File: config.mk
export PLATFORM = sky130hd
export DESIGN_NAME = uartx_flat
export DESIGN_NICKNAME = d
export VERILOG_FILES = /design/src/rtl/uartx_if.sv /design/src/rtl/uartx.sv /design/src/flat_wrapper.sv
export SDC_FILE = /design/constraint.sdc
export NUM_CORES = 1
export LEC_CHECK = 0
export CAP_MARGIN = 40
export CORE_MARGIN = 2
export CORE_UTILIZATION = 30
export CTS_CLUSTER_DIAMETER = 150
export DETAILED_ROUTE_END_ITERATION = 12
export GPL_TIMING_DRIVEN = 0
export PLACE_DENSITY = 0.48
export SETUP_SLACK_MARGIN = 0.2
export SYNTH_ARGS = -nofsm -noshare
export SYNTH_HDL_FRONTEND = slang
export SYNTH_SLANG_ARGS = --single-unit
export TNS_END_PERCENT = 30
File: constraint.sdc
create_clock -name clk -period 6.2 [get_ports clk]
set_input_delay 1.24 -clock clk [delete_from_list [all_inputs] [get_ports clk]]
set_output_delay 1.24 -clock clk [all_outputs]
set_load 0.01 [all_outputs]
File: src/rtl/uartx_if.sv
// IO-bus register port of uartx, plus read-only taps of the TX/RX FSM states.
interface uartx_if;
  // io_write and io_read are single-cycle strobes qualified by io_addr. There is
  // no back-pressure: a strobe is accepted in the cycle it is high, and io_rdata
  // is combinational from io_addr during that same cycle.
  logic [3:0] io_addr;
  logic       io_write;
  logic       io_read;
  logic [7:0] io_wdata;
  logic [7:0] io_rdata;
  logic [1:0] dbg_tx_state;
  logic [1:0] dbg_rx_state;

  modport master (output io_addr, io_write, io_read, io_wdata,
                  input  io_rdata, dbg_tx_state, dbg_rx_state);
  modport slave  (input  io_addr, io_write, io_read, io_wdata,
                  output io_rdata, dbg_tx_state, dbg_rx_state);
endinterface

File: src/rtl/uartx.sv
// UART with RX/TX FIFOs, programmable divisor, 1/2 stop bits, sticky errors
// and a maskable registered interrupt on the io_* register bus.
module uartx #(
  parameter int               DIV_W     = 16,
  parameter int               RX_DEPTH  = 4,
  parameter int               TX_DEPTH  = 4,
  parameter logic [DIV_W-1:0] RESET_DIV = DIV_W'(104)
) (
  input  logic   clk,
  input  logic   reset,
  input  logic   rx,
  output logic   tx,
  output logic   interrupt,
  uartx_if.slave io
);
  localparam int RXA = $clog2(RX_DEPTH);
  localparam int TXA = $clog2(TX_DEPTH);
  typedef enum logic [1:0] {S_IDLE, S_START, S_DATA, S_STOP} state_e;

  logic [DIV_W-1:0] div_q, div_d, div_eff;
  logic [15:0]      div16, div16_new;
  logic [2:0]       ie_q, ie_d;
  logic [1:0]       ctrl_q, ctrl_d;
  logic [2:0]       flags_q, flags_d;  // {tx_overflow, framing_err, rx_overrun}
  logic             irq_q, irq_d;

  logic wr_data, rd_data, rd_stat;
  assign wr_data = io.io_write && (io.io_addr == 4'd0);
  assign rd_data = io.io_read  && (io.io_addr == 4'd0);
  assign rd_stat = io.io_read  && (io.io_addr == 4'd1);
  assign div16   = 16'(div_q);
  assign div_eff = (div_q < DIV_W'(2)) ? DIV_W'(2) : div_q;

  // FIFOs: pointers carry one wrap bit above the index
  logic [7:0]  txm_q [TX_DEPTH];
  logic [7:0]  rxm_q [RX_DEPTH];
  logic [TXA:0] txw_q, txr_q;
  logic [RXA:0] rxw_q, rxr_q;
  logic tx_empty, tx_full, tx_push, tx_pop, tx_idle;
  logic rx_empty, rx_full, rx_push, rx_pop;
  assign tx_empty = (txw_q == txr_q);
  assign tx_full  = (txw_q[TXA-1:0] == txr_q[TXA-1:0]) && (txw_q[TXA] != txr_q[TXA]);
  assign rx_empty = (rxw_q == rxr_q);
  assign rx_full  = (rxw_q[RXA-1:0] == rxr_q[RXA-1:0]) && (rxw_q[RXA] != rxr_q[RXA]);
  assign tx_push  = wr_data && (!tx_full || tx_pop);
  assign rx_pop   = rd_data && !rx_empty;

  // ---------------- TX engine ----------------
  state_e           tx_st_q, tx_st_d;
  logic [DIV_W-1:0] tx_cnt_q, tx_div_q;
  logic [2:0]       tx_bit_q;
  logic [7:0]       tx_sh_q;
  logic             tx_two_q, tx_sb_q, tx_end, tx_line;
  assign tx_end = (tx_cnt_q == tx_div_q - DIV_W'(1));

  always_ff @(posedge clk) begin
    if (!reset) tx_st_q <= S_IDLE;
    else        tx_st_q <= tx_st_d;
  end

  always_comb begin
    tx_st_d = tx_st_q;
    case (tx_st_q)
      S_IDLE:  if (!tx_empty) tx_st_d = S_START;
      S_START: if (tx_end) tx_st_d = S_DATA;
      S_DATA:  if (tx_end && tx_bit_q == 3'd7) tx_st_d = S_STOP;
      S_STOP:  if (tx_end && (tx_sb_q || !tx_two_q)) tx_st_d = tx_empty ? S_IDLE : S_START;
      default: tx_st_d = S_IDLE;
    endcase
  end

  always_comb begin
    tx_line = 1'b1;
    tx_pop  = 1'b0;
    case (tx_st_q)
      S_IDLE:  tx_pop  = !tx_empty;
      S_START: tx_line = 1'b0;
      S_DATA:  tx_line = tx_sh_q[0];
      S_STOP:  tx_pop  = tx_end && (tx_sb_q || !tx_two_q) && !tx_empty;
      default: ;
    endcase
  end
  assign tx_idle = tx_empty && (tx_st_q == S_IDLE);
  assign tx      = ctrl_q[1] ? 1'b1 : tx_line;

  // Divisor and stop-bit count are latched per frame so mid-frame writes are safe
  always_ff @(posedge clk) begin
    if (!reset) begin
      tx_cnt_q <= '0; tx_div_q <= DIV_W'(2); tx_bit_q <= '0;
      tx_sh_q  <= '0; tx_two_q <= 1'b0;      tx_sb_q  <= 1'b0;
    end else if (tx_pop) begin
      tx_cnt_q <= '0; tx_div_q <= div_eff; tx_bit_q <= '0;
      tx_sh_q  <= txm_q[txr_q[TXA-1:0]];   tx_two_q <= ctrl_q[0]; tx_sb_q <= 1'b0;
    end else if (tx_st_q != S_IDLE) begin
      if (tx_end) begin
        tx_cnt_q <= '0;
        if (tx_st_q == S_DATA) begin
          tx_sh_q  <= {1'b0, tx_sh_q[7:1]};
          tx_bit_q <= tx_bit_q + 3'd1;
        end
        if (tx_st_q == S_STOP) tx_sb_q <= 1'b1;
      end else begin
        tx_cnt_q <= tx_cnt_q + DIV_W'(1);
      end
    end
  end

  // ---------------- RX engine ----------------
  state_e           rx_st_q, rx_st_d;
  logic [DIV_W-1:0] rx_cnt_q, rx_div_q;
  logic [2:0]       rx_bit_q;
  logic [7:0]       rx_sh_q;
  logic             s1_q, s2_q, rx_end, rx_half, rx_done, ferr_set, ovr_set;
  assign rx_end  = (rx_cnt_q == rx_div_q - DIV_W'(1));
  assign rx_half = (rx_cnt_q == (rx_div_q >> 1) - DIV_W'(1));

  always_ff @(posedge clk) begin
    if (!reset) begin
      rx_st_q <= S_IDLE; s1_q <= 1'b1; s2_q <= 1'b1;
    end else begin
      rx_st_q <= rx_st_d; s1_q <= ctrl_q[1] ? tx_line : rx; s2_q <= s1_q;
    end
  end

  always_comb begin
    rx_st_d = rx_st_q;
    case (rx_st_q)
      S_IDLE:  if (!s2_q) rx_st_d = S_START;
      S_START: if (rx_half) rx_st_d = s2_q ? S_IDLE : S_DATA;
      S_DATA:  if (rx_end && rx_bit_q == 3'd7) rx_st_d = S_STOP;
      S_STOP:  if (rx_end) rx_st_d = S_IDLE;
      default: rx_st_d = S_IDLE;
    endcase
  end

  always_comb begin
    rx_done  = (rx_st_q == S_STOP) && rx_end;
    rx_push  = rx_done && s2_q && (!rx_full || rx_pop);
    ferr_set = rx_done && !s2_q;
    ovr_set  = rx_done && s2_q && rx_full && !rx_pop;
  end

  always_ff @(posedge clk) begin
    if (!reset) begin
      rx_cnt_q <= '0; rx_div_q <= DIV_W'(2); rx_bit_q <= '0; rx_sh_q <= '0;
    end else if (rx_st_q == S_IDLE) begin
      rx_cnt_q <= '0; rx_bit_q <= '0;
      if (!s2_q) rx_div_q <= div_eff;
    end else if ((rx_st_q == S_START && rx_half) || rx_end) begin
      rx_cnt_q <= '0;
      if (rx_st_q == S_DATA) begin
        rx_sh_q  <= {s2_q, rx_sh_q[7:1]};
        rx_bit_q <= rx_bit_q + 3'd1;
      end
    end else begin
      rx_cnt_q <= rx_cnt_q + DIV_W'(1);
    end
  end

  // ---------------- FIFO storage and registers ----------------
  always_ff @(posedge clk) begin
    if (tx_push) txm_q[txw_q[TXA-1:0]] <= io.io_wdata;
    if (rx_push) rxm_q[rxw_q[RXA-1:0]] <= rx_sh_q;
  end

  always_comb begin
    ie_d      = ie_q;
    ctrl_d    = ctrl_q;
    div16_new = div16;
    if (io.io_write) begin
      case (io.io_addr)
        4'd2: ie_d            = io.io_wdata[2:0];
        4'd3: div16_new[7:0]  = io.io_wdata;
        4'd4: div16_new[15:8] = io.io_wdata;
        4'd5: ctrl_d          = io.io_wdata[1:0];
        default: ;
      endcase
    end
    div_d   = div16_new[DIV_W-1:0];
    flags_d = (rd_stat ? 3'b000 : flags_q) | {wr_data && !tx_push, ferr_set, ovr_set};
    irq_d   = (ie_q[0] && !rx_empty) || (ie_q[1] && !tx_full) || (ie_q[2] && (|flags_q));
  end

  always_ff @(posedge clk) begin
    if (!reset) begin
      div_q <= RESET_DIV; ie_q <= '0; ctrl_q <= '0; flags_q <= '0; irq_q <= 1'b0;
      txw_q <= '0; txr_q <= '0; rxw_q <= '0; rxr_q <= '0;
    end else begin
      div_q <= div_d; ie_q <= ie_d; ctrl_q <= ctrl_d; flags_q <= flags_d; irq_q <= irq_d;
      if (tx_push) txw_q <= txw_q + 1'b1;
      if (tx_pop)  txr_q <= txr_q + 1'b1;
      if (rx_push) rxw_q <= rxw_q + 1'b1;
      if (rx_pop)  rxr_q <= rxr_q + 1'b1;
    end
  end
  assign interrupt = irq_q;

  always_comb begin
    io.io_rdata = 8'h00;
    case (io.io_addr)
      4'd0: io.io_rdata = rx_empty ? 8'h00 : rxm_q[rxr_q[RXA-1:0]];
      4'd1: io.io_rdata = {2'b00, flags_q, tx_idle, tx_full, !rx_empty};
      4'd2: io.io_rdata = {5'd0, ie_q};
      4'd3: io.io_rdata = div16[7:0];
      4'd4: io.io_rdata = div16[15:8];
      4'd5: io.io_rdata = {6'd0, ctrl_q};
      default: ;
    endcase
  end
  assign io.dbg_tx_state = tx_st_q;
  assign io.dbg_rx_state = rx_st_q;
endmodule

File: src/flat_wrapper.sv
// flat-port wrapper written by rule: the top's interface ports become plain ports
module uartx_flat 
#(
  parameter int               DIV_W     = 16,
  parameter int               RX_DEPTH  = 4,
  parameter int               TX_DEPTH  = 4,
  parameter logic [DIV_W-1:0] RESET_DIV = DIV_W'(104)
)
  (clk, reset, rx, tx, interrupt, io_io_addr, io_io_write, io_io_read, io_io_wdata, io_io_rdata, io_dbg_tx_state, io_dbg_rx_state);
  uartx_if io_i ();
  input  logic clk;
  input  logic reset;
  input  logic rx;
  output logic tx;
  output logic interrupt;
  input wire logic [$bits(io_i.io_addr)-1:0] io_io_addr;
  input wire logic [$bits(io_i.io_write)-1:0] io_io_write;
  input wire logic [$bits(io_i.io_read)-1:0] io_io_read;
  input wire logic [$bits(io_i.io_wdata)-1:0] io_io_wdata;
  output wire logic [$bits(io_i.io_rdata)-1:0] io_io_rdata;
  output wire logic [$bits(io_i.dbg_tx_state)-1:0] io_dbg_tx_state;
  output wire logic [$bits(io_i.dbg_rx_state)-1:0] io_dbg_rx_state;
  assign io_i.io_addr = io_io_addr;
  assign io_i.io_write = io_io_write;
  assign io_i.io_read = io_io_read;
  assign io_i.io_wdata = io_io_wdata;
  assign io_io_rdata = io_i.io_rdata;
  assign io_dbg_tx_state = io_i.dbg_tx_state;
  assign io_dbg_rx_state = io_i.dbg_rx_state;
  uartx #(.DIV_W(DIV_W), .RX_DEPTH(RX_DEPTH), .TX_DEPTH(TX_DEPTH), .RESET_DIV(RESET_DIV)) u_core (.clk(clk), .reset(reset), .rx(rx), .tx(tx), .interrupt(interrupt), .io(io_i));
endmodule
After elaboration in Yosys (flattened, before gate mapping)
Memories as Yosys holds them, arrays and structs flattened. A register that Yosys moved wholly into a read port is not among the register bits.
Cells that the tools add are included.

word-level totals
  bits in registers = 131
  bits in writable memories = 64
  bits of input ports = 17
  output and inout port bits = 14
  word-level logic and storage cells = 165
  memories = 2

cells by class
  add/subtract/negate cells = 11
  order comparisons = 1
  equality and inequality tests = 30
  mux-type cells = 33
  bitwise logic cells = 4
  reductions and logical operators = 60

memory list
  memory        words  width  rd ports  clocked after Yosys merged registers in  wr ports  line         text
  u_core.rxm_q  4      8      1         1                                        1         uartx.sv:36  logic [7:0] rxm_q [RX_DEPTH];
  u_core.txm_q  4      8      1         1                                        1         uartx.sv:35  logic [7:0] txm_q [TX_DEPTH];

operators with widths
  cell                                                   number
  == test 16 bit                                         3
  one-hot mux 8 bit (6 select lines)                     1
  two-way mux 8 bit                                      5
  adder 16 x 1 -> 16 bit, second input constant          2
  two-way mux 16 bit                                     2
  subtractor 16 x 1 -> 16 bit, second input constant     2
  two-way mux 2 bit                                      13
  logical AND 1 bit                                      23
  adder 3 x 1 -> 3 bit, second input constant            6
  < comparator 16 x 2 -> 1 bit, second input constant    1
  one-hot mux 2 bit (4 select lines)                     2
  subtractor 15 x 1 -> 16 bit, second input constant     1
  inequality test 2 x 1 -> 1 bit, second input constant  6
  AND reduction 2 bit                                    6
  AND reduction 3 bit                                    4
  == test 2 bit, second input constant                   4
  == test 4 x 2 -> 1 bit, second input constant          2
  == test 4 x 3 -> 1 bit, second input constant          2
  zero test 1 bit                                        8
  AND reduction 4 bit                                    2
  nonzero test 2 bit                                     4
  two-way mux 1 bit                                      7
  == test 3 bit                                          2
  == test 3 bit, second input constant                   2
  14 further kinds                                       29

Depth between registers and ports, before layout
Gate-level depths: netlist of run 1.

  word-level depth = 10
  mapped depth = 12
  depth with buffers taken out = 10

Worst setup path after synthesis of run 1
No wires, ideal clock.

  kind = in2out
  start = input io_io_addr[1]
  end = output io_io_rdata[6]
  arrival = 2.660 ns
  required time = 4.960 ns
  slack = 2.300 ns
  cell stages on the path = 5
  buffers on the path = 2
  cell sequence = clkbuf_1 > nor4b_1 > clkbuf_1 > a222oi_1 > inv_1

on the way
  word-level cells in the longest chain between the ends = 2
  elaborated cells on any way between the ends = 7
  those cells by class = eq/ne: 5; mux: 1; reduce/logical: 1

ends and longest elaborated chain
  item                                            line                text
  from (decl)                                     flat_wrapper.sv:16  input wire logic [$bits(io_i.io_addr)-1:0] io_io_addr;
  == test 4 x 3 -> 1 bit (tied with other cells)  uartx.sv:200        case (io.io_addr)
  one-hot mux 8 bit (6 select lines) (*)          uartx.sv:200
  to (decl)                                       flat_wrapper.sv:20  output wire logic [$bits(io_i.io_rdata)-1:0] io_io_rdata;

Every way passes the cells marked *; elsewhere a longest branch is shown, timed or not.

Final worst setup path of run 1
  start = input io_io_addr[2]
  end = output io_io_rdata[7]

The elaborated chain is that of the path after synthesis.

==> reports/results.ini, run 1 <==
[critical_path]
arrival_ns = 3.66
crit_required_ns = 4.96
path_common_cell = clkdlybuf4s50_1
cp-end-kind = output pin
startpoint_type = primary input
crit_path_max_fanout = 10
max_stage_delay_ns = 0.55
path_class = in2out
path_cells = clkdlybuf4s50_1, nor4b_1, buf_2, clkbuf_1, a222oi_1, inv_1, clkdlybuf4s50_1
critPathSlowestCell = clkdlybuf4s50_1

[cts]
cts_resized = 0
cts_buffer_depth = 2
htree_levels = 4
clk_pin_slew_ns = 0.09
ctsRootBufferMaster = clkbuf_16
cts_tree = built
clkLatencyLatePin_ns = 0.45
cts_setup_buffers = 0
postCtsHoldBufs = 0
cts.sinks = 199
cts_buffers = 17

[power_and_ir_drop]
intPower_w = 0.00228
p_sw_share_pct = 32.2
pwr_density_cell_nw_per_um2 = 294
clkPwrFrac_pct = 34.9
p_leak_nw = 4.06
seqPwrFrac_pct = 43.1
max-vdd-ir-drop_v = 0.000179
p_switching_w = 0.00108
p_comb_share_pct = 22.0

[logic_synthesis]
ys.warnings.count = 0
syn_nets = 1056
syn_avg_cell_area_sq_um = 9.82
synth_common_cells = dfxtp_1, nand2_1, nor2_1, edfxtp_1, xnor2_1
synth_cell_types = 74
synthTopCellsByArea = dfxtp_1, edfxtp_1, xnor2_1, nand2_1, mux2i_1
syn_area_sq_um = 9960
synthArstFlopShare_pct = 0
synth_seq_cells = 199
synth_most_common_cell = dfxtp_1
synthCells = 1014
ys_seq_area_share_pct = 46.4
yosysTopAreaCell = dfxtp_1
synth_flop_cell = dfxtp_1
yosys.area.top_type_share_pct = 27.1
synth-edff-count = 64

[global_route]
grt_usage_pct = 15.6
grt_pass1_wl_mm = 41.6
antenna_found_initial = 0
grt_overflow = 0
grt_max_degree = 24
grt_pass1_vias = 7371

[detailed_routing]
drcViolationCount = 0
ant_nets = 0
via_per_inst = 4.90
wirelength_mm = 25.5
wl_per_cell_um = 16.8
drtIter0Drc = 432
vias = 7449
drtPass1Iterations = 5

[floorplan]
die_h_um = 186
io-pin-count = 31
rows = 66
core_sq_um = 32600
dieArea_sq_um = 34700
start_util_pct = 30.5
fp.dieW_um = 186

[timing]
finalClockSkew_ns = 0.0158
fmax_mhz = 204
setup_tns_ns = 0
setup_viol_count_final = 0
drv_slew = 0
hold_violations = 0
rsz0062_at_grt = no
final.period_utilization_pct = 79.1
layout_min_cycle_time_ns = 4.90
maxSlewHeadroom_pct = 42.1
worstMarginPinSlew_ns = 0.862

[placement]
portBuffers = 27
hpwlAfterDp_mm = 18.6
gp_congestion = 0.849

[finish]
fin_nets = 1107
drive_gt1_share_pct = 8.35
final_core_util_pct = 35.1
antenna_cells = 0
area_delta_synth_final_pct = 15.0

[flow_run]
maxCapViolCount = 0

[min_path]
min_path_type = reg2reg

[outcome]
status = completed

[sequential cells by signal, summed over array words and instances, names as in the netlist, 8 cells and up, named ones only]
signal / flops
u_core.tx_cnt_q: 16
u_core.rxm_q: 32
u_core.tx_sh_q: 8
u_core.div16: 16
u_core.rx_div_q: 16
u_core.txm_q: 32
u_core.tx_div_q: 16
u_core.rx_sh_q: 8
u_core.rx_cnt_q: 16
[final timing paths]
check | to | slack, ns | start | depth (start not counted)
max | io_io_rdata[7] | 1.30 | io_io_addr[2] | 7
min reg2reg | u_core.s2_q | 0.44 | u_core.s1_q | 1
min | u_core.s2_q | 0.44 | u_core.s1_q | 1
max reg2reg | u_core.txm_q[0][6] | 2.06 | u_core.tx_div_q[0] | 10
[power groups by stage]
stage               combinational (W)  sequential [W]  clock, W
global placement             0.000735         0.00148         0
global route                 0.000828         0.00146   0.00125
finish                       0.000738         0.00145   0.00117
CTS                          0.000746         0.00145   0.00120
detailed placement           0.000743         0.00148         0
floorplan                    0.000552         0.00147         0
[layout by cell type, fill, tap and decap left out, types with 4 or more instances in the layout]
| cell type | count |
|---|---|
| xor2_1 | 39 |
| nand2_1 | 120 |
| or3_1 | 5 |
| inv_8 | 5 |
| a21oi_1 | 39 |
| clkbuf_1 | 44 |
| or4_1 | 7 |
| nand3_1 | 47 |
| inv_12 | 4 |
| nor3_1 | 32 |
| o211ai_1 | 5 |
| and2_1 | 12 |
| clkbuf_16 | 17 |
| clkinv_8 | 4 |
| o31ai_1 | 5 |
| and3_1 | 12 |
| nor2_1 | 97 |
| nand2b_1 | 9 |
| buf_2 | 9 |
| nor4b_1 | 4 |
| a22oi_1 | 4 |
| inv_1 | 31 |
| edfxtp_1 | 64 |
| nor3b_1 | 10 |
| clkdlybuf4s50_1 | 27 |
| or2_2 | 4 |
| buf_4 | 4 |
| xnor2_1 | 64 |
| nor4_1 | 34 |
| mux2i_1 | 39 |
| a222oi_1 | 6 |
| nor2b_1 | 4 |
| o21ai_0 | 13 |
| dfxtp_1 | 135 |
| mux4_2 | 16 |
| buf_6 | 4 |
| nand4_1 | 9 |
| ha_1 | 25 |
[cells by family (layout without fill, tap and decap cells)]
family	Yosys count	in the layout	synth area share (%)
muxes	55	55	7.54
adders and majority gates	25	25	3.14
xor gates and xnor gates	103	103	9.06
AOI/OAI and AO/OA	114	114	8.23
buffers and inverters	92	156	4.06
and+or+nand+nor	426	426	21.5
DFF	199	199	46.4
[per-stage QoR]
step                      instances  instance area (sq um)  total power, W  setup slack, ns  hold WS [ns]
after floorplan                1014                   9960         0.00202             2.30         0.386
after global placement         1483                  10800         0.00221            0.761         0.404
after detailed placement       1488                  10800         0.00222             1.30         0.405
after CTS                      1520                  11400         0.00340             1.30         0.438
after global routing           1520                  11400         0.00354             1.06         0.468
final                          1520                  11400         0.00336             1.30         0.439
[area by class of cell]
cell class	count	area (sq um)
Buffer	60	284
Clock buffer	17	425
Clock inverter	15	204
Fill cell	3330	21200
Inverter	32	120
Multi-Input combinational cell	723	4930
Sequential cell	199	4620
Tap cell	442	553
Timing Repair Buffer	32	308
[per-layer routing]
metal / up-vias / GRT usage (%) / share of wire [%]
met5: - / 0 / 0
met3: 18 / 2.32 / 3.0
li1: 3734 / - / -
met1: 3572 / 22.3 / 50
met4: 0 / 4.63 / 1.5
met2: 125 / 24.4 / 45
[critical path: cells and delay by family]
family	cells	cell delay, ns
AO/OA/AOI/OAI	1	0.21
buffers and inverters	5	1.81
AND/OR/NAND/NOR	1	0.39
(Power assumes the default switching activity.)
==> run 2, diff against run 1 <==
==> constraint.sdc (replaced) <==
create_clock -name clk -period 4.6 [get_ports clk]
set_input_delay 0.92 -clock clk [delete_from_list [all_inputs] [get_ports clk]]
set_output_delay 0.92 -clock clk [all_outputs]
set_load 0.01 [all_outputs]
==> run 2 against run 1 <==
Effect of this change: setup slack worse by 0.92 ns; via count decreased by 0.24%; sequential cell count is the same; count of clock-buffer cells in the layout did not move; final cell count unchanged; first-iteration DRC count stayed put; largest cell class unchanged; largest power group unchanged.
==> reports/results.ini, run 2 (synthesized netlist as in run 1, its figures left out) <==
[critical_path]
crit_end = io_io_rdata[1]
timing.rr.end = u_core.txm_q[0][7]
r2r_slack_ns = 0.43  ; -1.63 ns
arrival_ns = 3.30  ; -0.36 ns
reg2regPathDepth = 10  ; unchanged
critPathLaunch = io_io_addr[3]
crit_required_ns = 3.68  ; -1.28 ns
startpoint_type = primary input
r2r-start = u_core.tx_div_q[0]
path_class = in2out
crit_path_max_fanout = 10  ; unchanged
cp-end-kind = output pin

[finish]
area_delta_synth_final_pct = 15.0  ; about the same
antenna_cells = 0  ; unchanged
final_core_util_pct = 35.1  ; about the same
drive_gt1_share_pct = 8.53  ; +0.19 points
final_cell_mix = dfxtp_1, nand2_1, nor2_1
layout_commonest_cell = dfxtp_1
fin_nets = 1107  ; unchanged
final_area_sq_um = 11500  ; about the same

[timing]
final.period_utilization_pct = 91.8
worstMarginPinSlew_ns = 0.862  ; -0.000272 ns
drv_slew = 0  ; unchanged
fmax_mhz = 237
rsz0062_at_grt = yes
hold_violations = 0  ; unchanged
finalClockSkew_ns = 0.0146  ; -0.00117 ns
layout_min_cycle_time_ns = 4.22
maxSlewHeadroom_pct = 42.1  ; about the same
layout_setup_ws_ns = 0.377  ; -0.919 ns
fin_hold_ws_ns = 0.439  ; -0.000272 ns
setup_viol_count_final = 0  ; unchanged

[power_and_ir_drop]
intPower_w = 0.00307  ; +35%
max-vdd-ir-drop_v = 0.000242  ; +35%
p_total_w = 0.00453  ; +35%
p_switching_w = 0.00146  ; +35%
seqPwrFrac_pct = 43.1  ; about the same
p_sw_share_pct = 32.2  ; about the same
clkPwrFrac_pct = 34.9  ; about the same
p_leak_nw = 4.07  ; about the same
pwr_density_cell_nw_per_um2 = 395  ; +35%
p_comb_share_pct = 22.0  ; about the same

[placement]
hpwlAfterDp_mm = 18.6  ; unchanged
place_area_sq_um = 10800  ; unchanged
pre_cts_ws_ns = 0.342  ; -0.960 ns
gp_congestion = 0.849  ; unchanged
portBuffers = 27  ; unchanged

[detailed_routing]
wirelength_mm = 25.5  ; about the same
via_per_inst = 4.89  ; -0.24%
drcViolationCount = 0  ; unchanged
drtIter0Drc = 432  ; unchanged
drtPass1Iterations = 5  ; unchanged
vias = 7431  ; -0.24%
ant_nets = 0  ; unchanged
wl_per_cell_um = 16.8  ; about the same

[global_route]
grt_pass1_wl_mm = 41.6  ; unchanged
grt_max_degree = 24  ; unchanged
grt_usage_pct = 15.6  ; unchanged
grt_overflow = 0  ; unchanged
antenna_found_initial = 0  ; unchanged
grt_pass1_vias = 7371  ; unchanged

[cts]
cts_buffers = 17  ; unchanged
clkLatencyLatePin_ns = 0.45  ; about the same
ctsRootBufferMaster = clkbuf_16
cts_buffer_depth = 2  ; unchanged
cts_setup_buffers = 0  ; unchanged
cts.sinks = 199  ; unchanged
cts_tree = built
htree_levels = 4  ; unchanged
clk_pin_slew_ns = 0.09  ; about the same

[flow_run]
maxCapViolCount = 0  ; unchanged

[min_path]
min_path_type = reg2reg

[floorplan]
dieArea_sq_um = 34700  ; unchanged
core_sq_um = 32600  ; unchanged
rows = 66  ; unchanged
die_h_um = 186  ; unchanged
start_util_pct = 30.5  ; unchanged
io-pin-count = 31  ; unchanged
fp.dieW_um = 186  ; unchanged

[outcome]
status = completed

-- run 2: cell counts in the layout (fill, tap and decap cells not counted) --
Identical to the previous run, type by type.
-- run 2: worst min-delay path by stage --
stage,startpoint,endpoint,slack [ns],cells after the start
floorplan,u_core.s1_q,u_core.s2_q,0.39,1
global placement,u_core.s1_q,u_core.s2_q,0.40,1
detailed placement,u_core.s1_q,u_core.s2_q,0.41,1
CTS,u_core.s1_q,u_core.s2_q,0.44,1
global route,u_core.s1_q,u_core.s2_q,0.47,1
finish,u_core.s1_q,u_core.s2_q,0.44,1
-- run 2: critical path, stage by stage --
cell and delay [ns]:
clkdlybuf4s50_1 0.49, nor2_1 0.31, and3_1 0.20, clkbuf_1 0.37, a22oi_1 0.19, o21ai_0 0.10
a221o_1 0.16, clkdlybuf4s50_1 0.55
-- run 2: what timing repair did --
item / 4_1_cts / 5_1_grt
endpoints found under the setup margin: 0 / 26
gates resized for setup: 0 / 3
hold buffers: 0 / 0
endpoints found under the hold margin: 0 / 0
-- run 2: layer usage --
metal	global-route usage (%)	up-vias	part of all wire, %
met3	2.32	18	2.7
met1	22.3	3572	51
met4	4.63	0	1.4
met2	24.4	107	45
met5	0	-	0
li1	-	3734	-
-- run 2: area by class of cell --
class	count	area (sq um)
Multi-Input combinational cell	723	4930
Clock inverter	15	204
Tap cell	442	553
Sequential cell	199	4620
Fill cell	3332	21200
Inverter	32	120
Clock buffer	17	425
Timing Repair Buffer	32	308
Buffer	60	285
-- run 2: through the flow --
step / cells / TNS, ns
after CTS: 1520 / 0
final: 1520 / 0
after global routing: 1520 / 0
after floorplan: 1014 / 0
after global placement: 1483 / -0.347
after detailed placement: 1488 / 0
-- run 2: power by group through the flow --
stage	combinational [W]	clock, W	sequential, W
after floorplan	0.000744	0	0.00198
after global placement	0.000991	0	0.00199
after detailed placement	0.00100	0	0.00199
after CTS	0.00100	0.00162	0.00195
after global routing	0.00112	0.00169	0.00196
final	0.000994	0.00158	0.00195
